[src/rtl/operand_arbiter_pkg.sv]
// Shared definitions for the operand arbiter: FSM state encodings and
// default sizing constants.
package operand_arbiter_pkg;

    typedef enum logic [1:0] {
        IDLE = 2'd0,
        OWN0 = 2'd1,
        OWN1 = 2'd2
    } arb_state_e;

    localparam int DEFAULT_MAX_BEATS = 4;
    localparam int DATA_W            = 8;

endpackage

[src/rtl/operand_arbiter_mux2.sv]
// Existing 2:1 operand mux; c selects e1 when high, e0 when low.
module mux2 #(
    parameter int DATA_W = 8
) (
    input  logic [DATA_W-1:0] e0,
    input  logic [DATA_W-1:0] e1,
    input  logic              c,
    output logic [DATA_W-1:0] y
);

    assign y = c ? e1 : e0;

endmodule

[src/rtl/operand_arbiter.sv]
// Round-robin arbiter sharing the 8-bit operand path between two bursting
// requesters, with a registered valid/ready output stage toward the ALU.
module operand_arbiter
    import operand_arbiter_pkg::*;
#(
    parameter int MAX_BEATS = DEFAULT_MAX_BEATS,
    parameter int CNT_W     = 4
) (
    input  logic              clk,
    input  logic              rst,
    input  logic              req0,
    input  logic [DATA_W-1:0] data0,
    input  logic              last0,
    input  logic              req1,
    input  logic [DATA_W-1:0] data1,
    input  logic              last1,
    output logic              gnt0,
    output logic              gnt1,
    output logic              sel,
    output logic [DATA_W-1:0] out_data,
    output logic              out_valid,
    input  logic              out_ready
);

    arb_state_e        state_q, state_d;
    logic [CNT_W-1:0]  cnt_q, cnt_d;
    logic              last_served_q, last_served_d;
    logic              sel_q, sel_d;
    logic              out_valid_q, out_valid_d;
    logic [DATA_W-1:0] out_data_q, out_data_d;

    logic [DATA_W-1:0] mux_y;
    logic              accept;
    logic              xfer;
    logic              own_req;
    logic              own_last;
    logic              oth_req;
    logic [CNT_W-1:0]  cnt_inc;

    mux2 #(.DATA_W(DATA_W)) u_mux (
        .e0 (data0),
        .e1 (data1),
        .c  (sel_q),
        .y  (mux_y)
    );

    always_comb begin
        state_d       = state_q;
        cnt_d         = cnt_q;
        last_served_d = last_served_q;
        sel_d         = sel_q;
        out_valid_d   = out_valid_q;
        out_data_d    = out_data_q;
        accept        = !out_valid_q || out_ready;
        own_req       = (state_q == OWN1) ? req1  : req0;
        own_last      = (state_q == OWN1) ? last1 : last0;
        oth_req       = (state_q == OWN1) ? req0  : req1;
        cnt_inc       = cnt_q + CNT_W'(1);
        xfer          = 1'b0;

        unique case (state_q)
            IDLE: begin
                // On a tie the requester that was not served last wins.
                if (req0 && (!req1 || last_served_q)) begin
                    state_d = OWN0;
                end else if (req1) begin
                    state_d = OWN1;
                end
                cnt_d = '0;
            end
            OWN0, OWN1: begin
                xfer = own_req && accept;
                if (!own_req || (xfer && (own_last || cnt_inc == CNT_W'(MAX_BEATS)))) begin
                    last_served_d = (state_q == OWN1);
                    cnt_d         = '0;
                    if (oth_req) begin
                        state_d = (state_q == OWN1) ? OWN0 : OWN1;
                    end else begin
                        state_d = IDLE;
                    end
                end else if (xfer) begin
                    cnt_d = cnt_inc;
                end
            end
            default: begin
                state_d = IDLE;
                cnt_d   = '0;
            end
        endcase

        if (xfer) begin
            out_valid_d = 1'b1;
            out_data_d  = mux_y;
        end else if (out_ready) begin
            out_valid_d = 1'b0;
        end

        // Select follows the owner so the mux is already steered on the first granted cycle.
        if (state_d == OWN1) begin
            sel_d = 1'b1;
        end else if (state_d == OWN0) begin
            sel_d = 1'b0;
        end
    end

    always_ff @(posedge clk or posedge rst) begin
        if (rst) begin
            state_q       <= IDLE;
            cnt_q         <= '0;
            last_served_q <= 1'b1;
            sel_q         <= 1'b0;
            out_valid_q   <= 1'b0;
            out_data_q    <= '0;
        end else begin
            state_q       <= state_d;
            cnt_q         <= cnt_d;
            last_served_q <= last_served_d;
            sel_q         <= sel_d;
            out_valid_q   <= out_valid_d;
            out_data_q    <= out_data_d;
        end
    end

    assign gnt0      = (state_q == OWN0);
    assign gnt1      = (state_q == OWN1);
    assign sel       = sel_q;
    assign out_data  = out_data_q;
    assign out_valid = out_valid_q;

endmodule

[config.mk]
export PLATFORM = sky130hd
export DESIGN_NAME = operand_arbiter
export DESIGN_NICKNAME = d
export VERILOG_FILES = /design/src/rtl/operand_arbiter_pkg.sv /design/src/rtl/operand_arbiter_mux2.sv /design/src/rtl/operand_arbiter.sv
export SDC_FILE = /design/constraint.sdc
export NUM_CORES = 1
export LEC_CHECK = 0
export ABC_AREA = 0
export CELL_PAD_IN_SITES_DETAIL_PLACEMENT = 1
export CELL_PAD_IN_SITES_GLOBAL_PLACEMENT = 1
export CORE_ASPECT_RATIO = 2
export CORE_UTILIZATION = 33
export CTS_BUF_LIST = sky130_fd_sc_hd__clkbuf_4
export CTS_CLUSTER_DIAMETER = 80
export CTS_CLUSTER_SIZE = 12
export DETAILED_ROUTE_END_ITERATION = 12
export PLACE_DENSITY = 0.86
export SLEW_MARGIN = 20
export SYNTH_ARGS = -nofsm -noshare
export SYNTH_HDL_FRONTEND = slang
export SYNTH_HIERARCHICAL = 1
export SYNTH_SLANG_ARGS = --single-unit
[constraint.sdc]
create_clock -name clk -period 2.5 [get_ports clk]
set_input_delay 0.375 -clock clk [delete_from_list [all_inputs] [get_ports clk]]
set_output_delay 0.375 -clock clk [all_outputs]
set_load 0.02 [all_outputs]
==> results by group <==
Timing
  – Hold Fails Final Rpt: 0
  – Peak Freq: 414 MHz
  – Worst slew pin tran: 0.651 ns
  – Clock skew: 0.00472 ns
  – Sum of negative setup slack: 0 ns
  – Period minus WS final: 2.42 ns
  – Final setup viols: 0
  – Rel. slew slack: 56.5%
  – Fin crit share: 96.7%
  – Max Transition Viols Final: 0

Clock tree
  – Hold_buf cts: 0
  – Reg clk slew, reported paths: 0.10 ns
  – CTS sink cnt: 17
  – Clk_lat worst skew: 0.30 ns
  – Num CTS Buffers: 3
  – Clk buf depth: 2
  – CTS tree: done
  – Htree depth: 1
  – Root Buffer Master: clkbuf_4

Synth
  – Total nets after synthesis: 128
  – Count leader, synth: dfrtp_1
  – Synthesized flop and latch total: 17
  – Ys flop type: dfrtp_1
  – Async SR Flop Fraction: 100%
  – Sequential share of the synthesized area: 39.2%
  – Number of library cell types mapped by synthesis: 28
  – Synth top area share: 36.7%
  – Largest family of logic cells by synthesized area: multiplexers
  – Synth Instances: 98
  – Synth Area in Compound Gates: 10.4%
  – Syn avg cell area: 11.1 sq um
  – Synth area leader: dfrtp_1
  – Most frequent cells after synthesis: dfrtp_1 (16), mux2_2 (9), mux2_4 (8)
  – Top area cells in the synthesized netlist: dfrtp_1 (37%), mux2_4 (11%), mux2_2 (9.3%)
  – Post-synthesis mux area share: 24.1%
  – Yosys warns: 6
  – Simple-gate share of the synthesized area: 13.7%
  – Xor and xnor fraction of the mapped netlist area: 0%
  – Adder-cell area share of the yosys netlist: 8.04%
  – Post-synth EDFFs: 0
  – Synth Cell Area: 1090 sq um

Worst setup path
  – Data arrival, critical path: 2.61 ns
  – WP data required: 2.69 ns
  – Setup crit start kind: flop
  – CP max FO: 5
  – CP Capture Type: flop
  – Worst Path Class, Setup: flop to flop

Route
  – Total vias in the final route: 907
  – Routed len/inst: 16.4 microns
  – Starting DRT DRC Count: 3
  – DR DRC count: 0
  – DR pass1 iterations: 2
  – Post-route ant nets: 0
  – Total Wirelength: 2800 microns
  – Vias per cell: 5.34

Finish
  – Storage element area: 428 sq um
  – Fillcell total: 349
  – Area growth syn-to-layout: 40.6%
  – Ratio of cells with drive above 1 in the final layout: 23.0%
  – Nets: 170
  – Multi-input gate area: 628 sq um
  – Ant. Diodes: 0

Place
  – Post-DP HPWL: 2260 microns
  – Final Wtd Congestion: 0.801
  – Port buffer count: 34

Floorplan
  – Io pins: 35
  – Core ar.: 3160 sq um
  – Initial Util: 34.5%
  – Chip height: 83.3 microns
  – Die Wd: 42.6 microns
  – FP Rows: 29
  – Die area: 3550 sq um

Outcome
  – Status: completed

Worst hold path
  – Hold crit path type: primary input to asynchronous set/reset pin

Power and ir drop
  – Pwr Total: 1.62 mW
  – Internal power: 0.983 mW
  – Clock Power Share: 10.0%
  – Switch Pwr: 0.638 mW
  – Register share of total power: 30.1%
  – Pwr dens: 1060 nW/um^2
  – Leakage power: 0.662 nW
  – Peak supply drop: 0.824 mV
  – Combinational Power Share: 59.9%
  – Switching part of the total power: 39.3%

Run
  – # Max-Cap Violations: 0

Global route
  – GRT overflow: 0
  – First-pass GRT wire length: 4500 microns
  – Antenna violations before repair: 0
  – GRT Total Usage: 16.7%
  – Largest net degree at the start of global routing: 18
  – Number of global-route vias before repair: 988
[flip-flops by register name (all words and copies together) (netlist names)]
| register | count |
|---|---|
| cnt_q | 4 |
| last_served_q | 1 |
| out_data | 8 |
| out_valid | 1 |
| sel | 1 |
| state_q | 2 |
[critical path, cell delays in order (launching register included)]
cell and delay (ns):
dfrtp_2 0.46, ha_4 0.18, and2b_1 0.19, a21oi_1 0.06, o32a_1 0.38, a211o_1 0.29
and3_1 0.15, ha_1 0.28, mux2_2 0.33
[power groups by stage]
stage	registers, mW	logic [mW]	clock network [mW]
final	0.489	0.971	0.161
after CTS	0.489	0.976	0.167
after detailed placement	0.492	0.970	0
after global placement	0.483	0.922	0
after global routing	0.504	1.04	0.174
after floorplan	0.562	0.517	0
[final cells by class]
type	count	area share, %
inverters	6	1.47
clock buffers	4	1.96
repair buffers	40	25.1
flip-flops and latches	17	27.9
well taps	31	2.53
multi-input cells	72	41.0
[kinds of logic (layout without fill, tap and decap cells)]
| group | after synthesis | count (layout) |
|---|---|---|
| AND/OR/NAND/NOR | 28 | 28 |
| multiplexers | 21 | 21 |
| flip-flops | 17 | 17 |
| AO/OA/AOI/OAI | 16 | 16 |
| buffers and inverters | 9 | 50 |
| adder cells (fa/ha/maj) | 7 | 7 |
[cell usage in the layout, fill, tap and decap left out, types with 5 or more instances in the layout]
cell type and count:
clkdlybuf4s50_1 34, mux2_4 8, buf_4 6, ha_1 6
dfrtp_1 15, nand2b_1 5, nand3_1 6, inv_1 6
mux2_2 9, nand2_1 5
[per-stage QoR]
stage	setup slack [ns]	hold slack, ns	instances	util, %	instance area, sq um
final	0.0827	0.462	170	48.6	1530
after global routing	-0.0139	0.539	170	48.6	1530
after CTS	0.0167	0.483	168	47.6	1500
after detailed placement	0.0325	0.500	164	46.6	1470
after global placement	0.114	0.490	164	46.6	1470
after floorplan	0.0704	0.300	98	-	1090
[what timing repair did]
| action | in CTS | in global routing |
|---|---|---|
| setup endpoints to repair | 0 | 1 |
| buffers inserted | 0 | 2 |
| resized for setup | 0 | 4 |
[final timing paths]
check	startpoint	end	slack, ns	cells after the start
setup / recovery	cnt_q[1]$_DFFE_PP0P_	sel$_DFFE_PP0P_	0.08	8
hold / removal	rst	out_data[4]$_DFFE_PP0P_	0.46	2
setup reg to reg	cnt_q[1]$_DFFE_PP0P_	sel$_DFFE_PP0P_	0.08	8
hold reg to reg	cnt_q[3]$_DFFE_PP0P_	cnt_q[3]$_DFFE_PP0P_	0.51	1
max in group asynchronous	rst	cnt_q[1]$_DFFE_PP0P_	1.58	2
min in group clk	cnt_q[3]$_DFFE_PP0P_	cnt_q[3]$_DFFE_PP0P_	0.51	1
[metal layers]
layer / GRT usage, % / vias up / wire length, microns
met4: 7.10 / 0 / 48
met5: 0 / - / 0
met1: 16.0 / 437 / 906
met3: 3.70 / 4 / 147
met2: 31.5 / 36 / 1690
li1: - / 430 / -
Power figures use the tool's default switching activity.
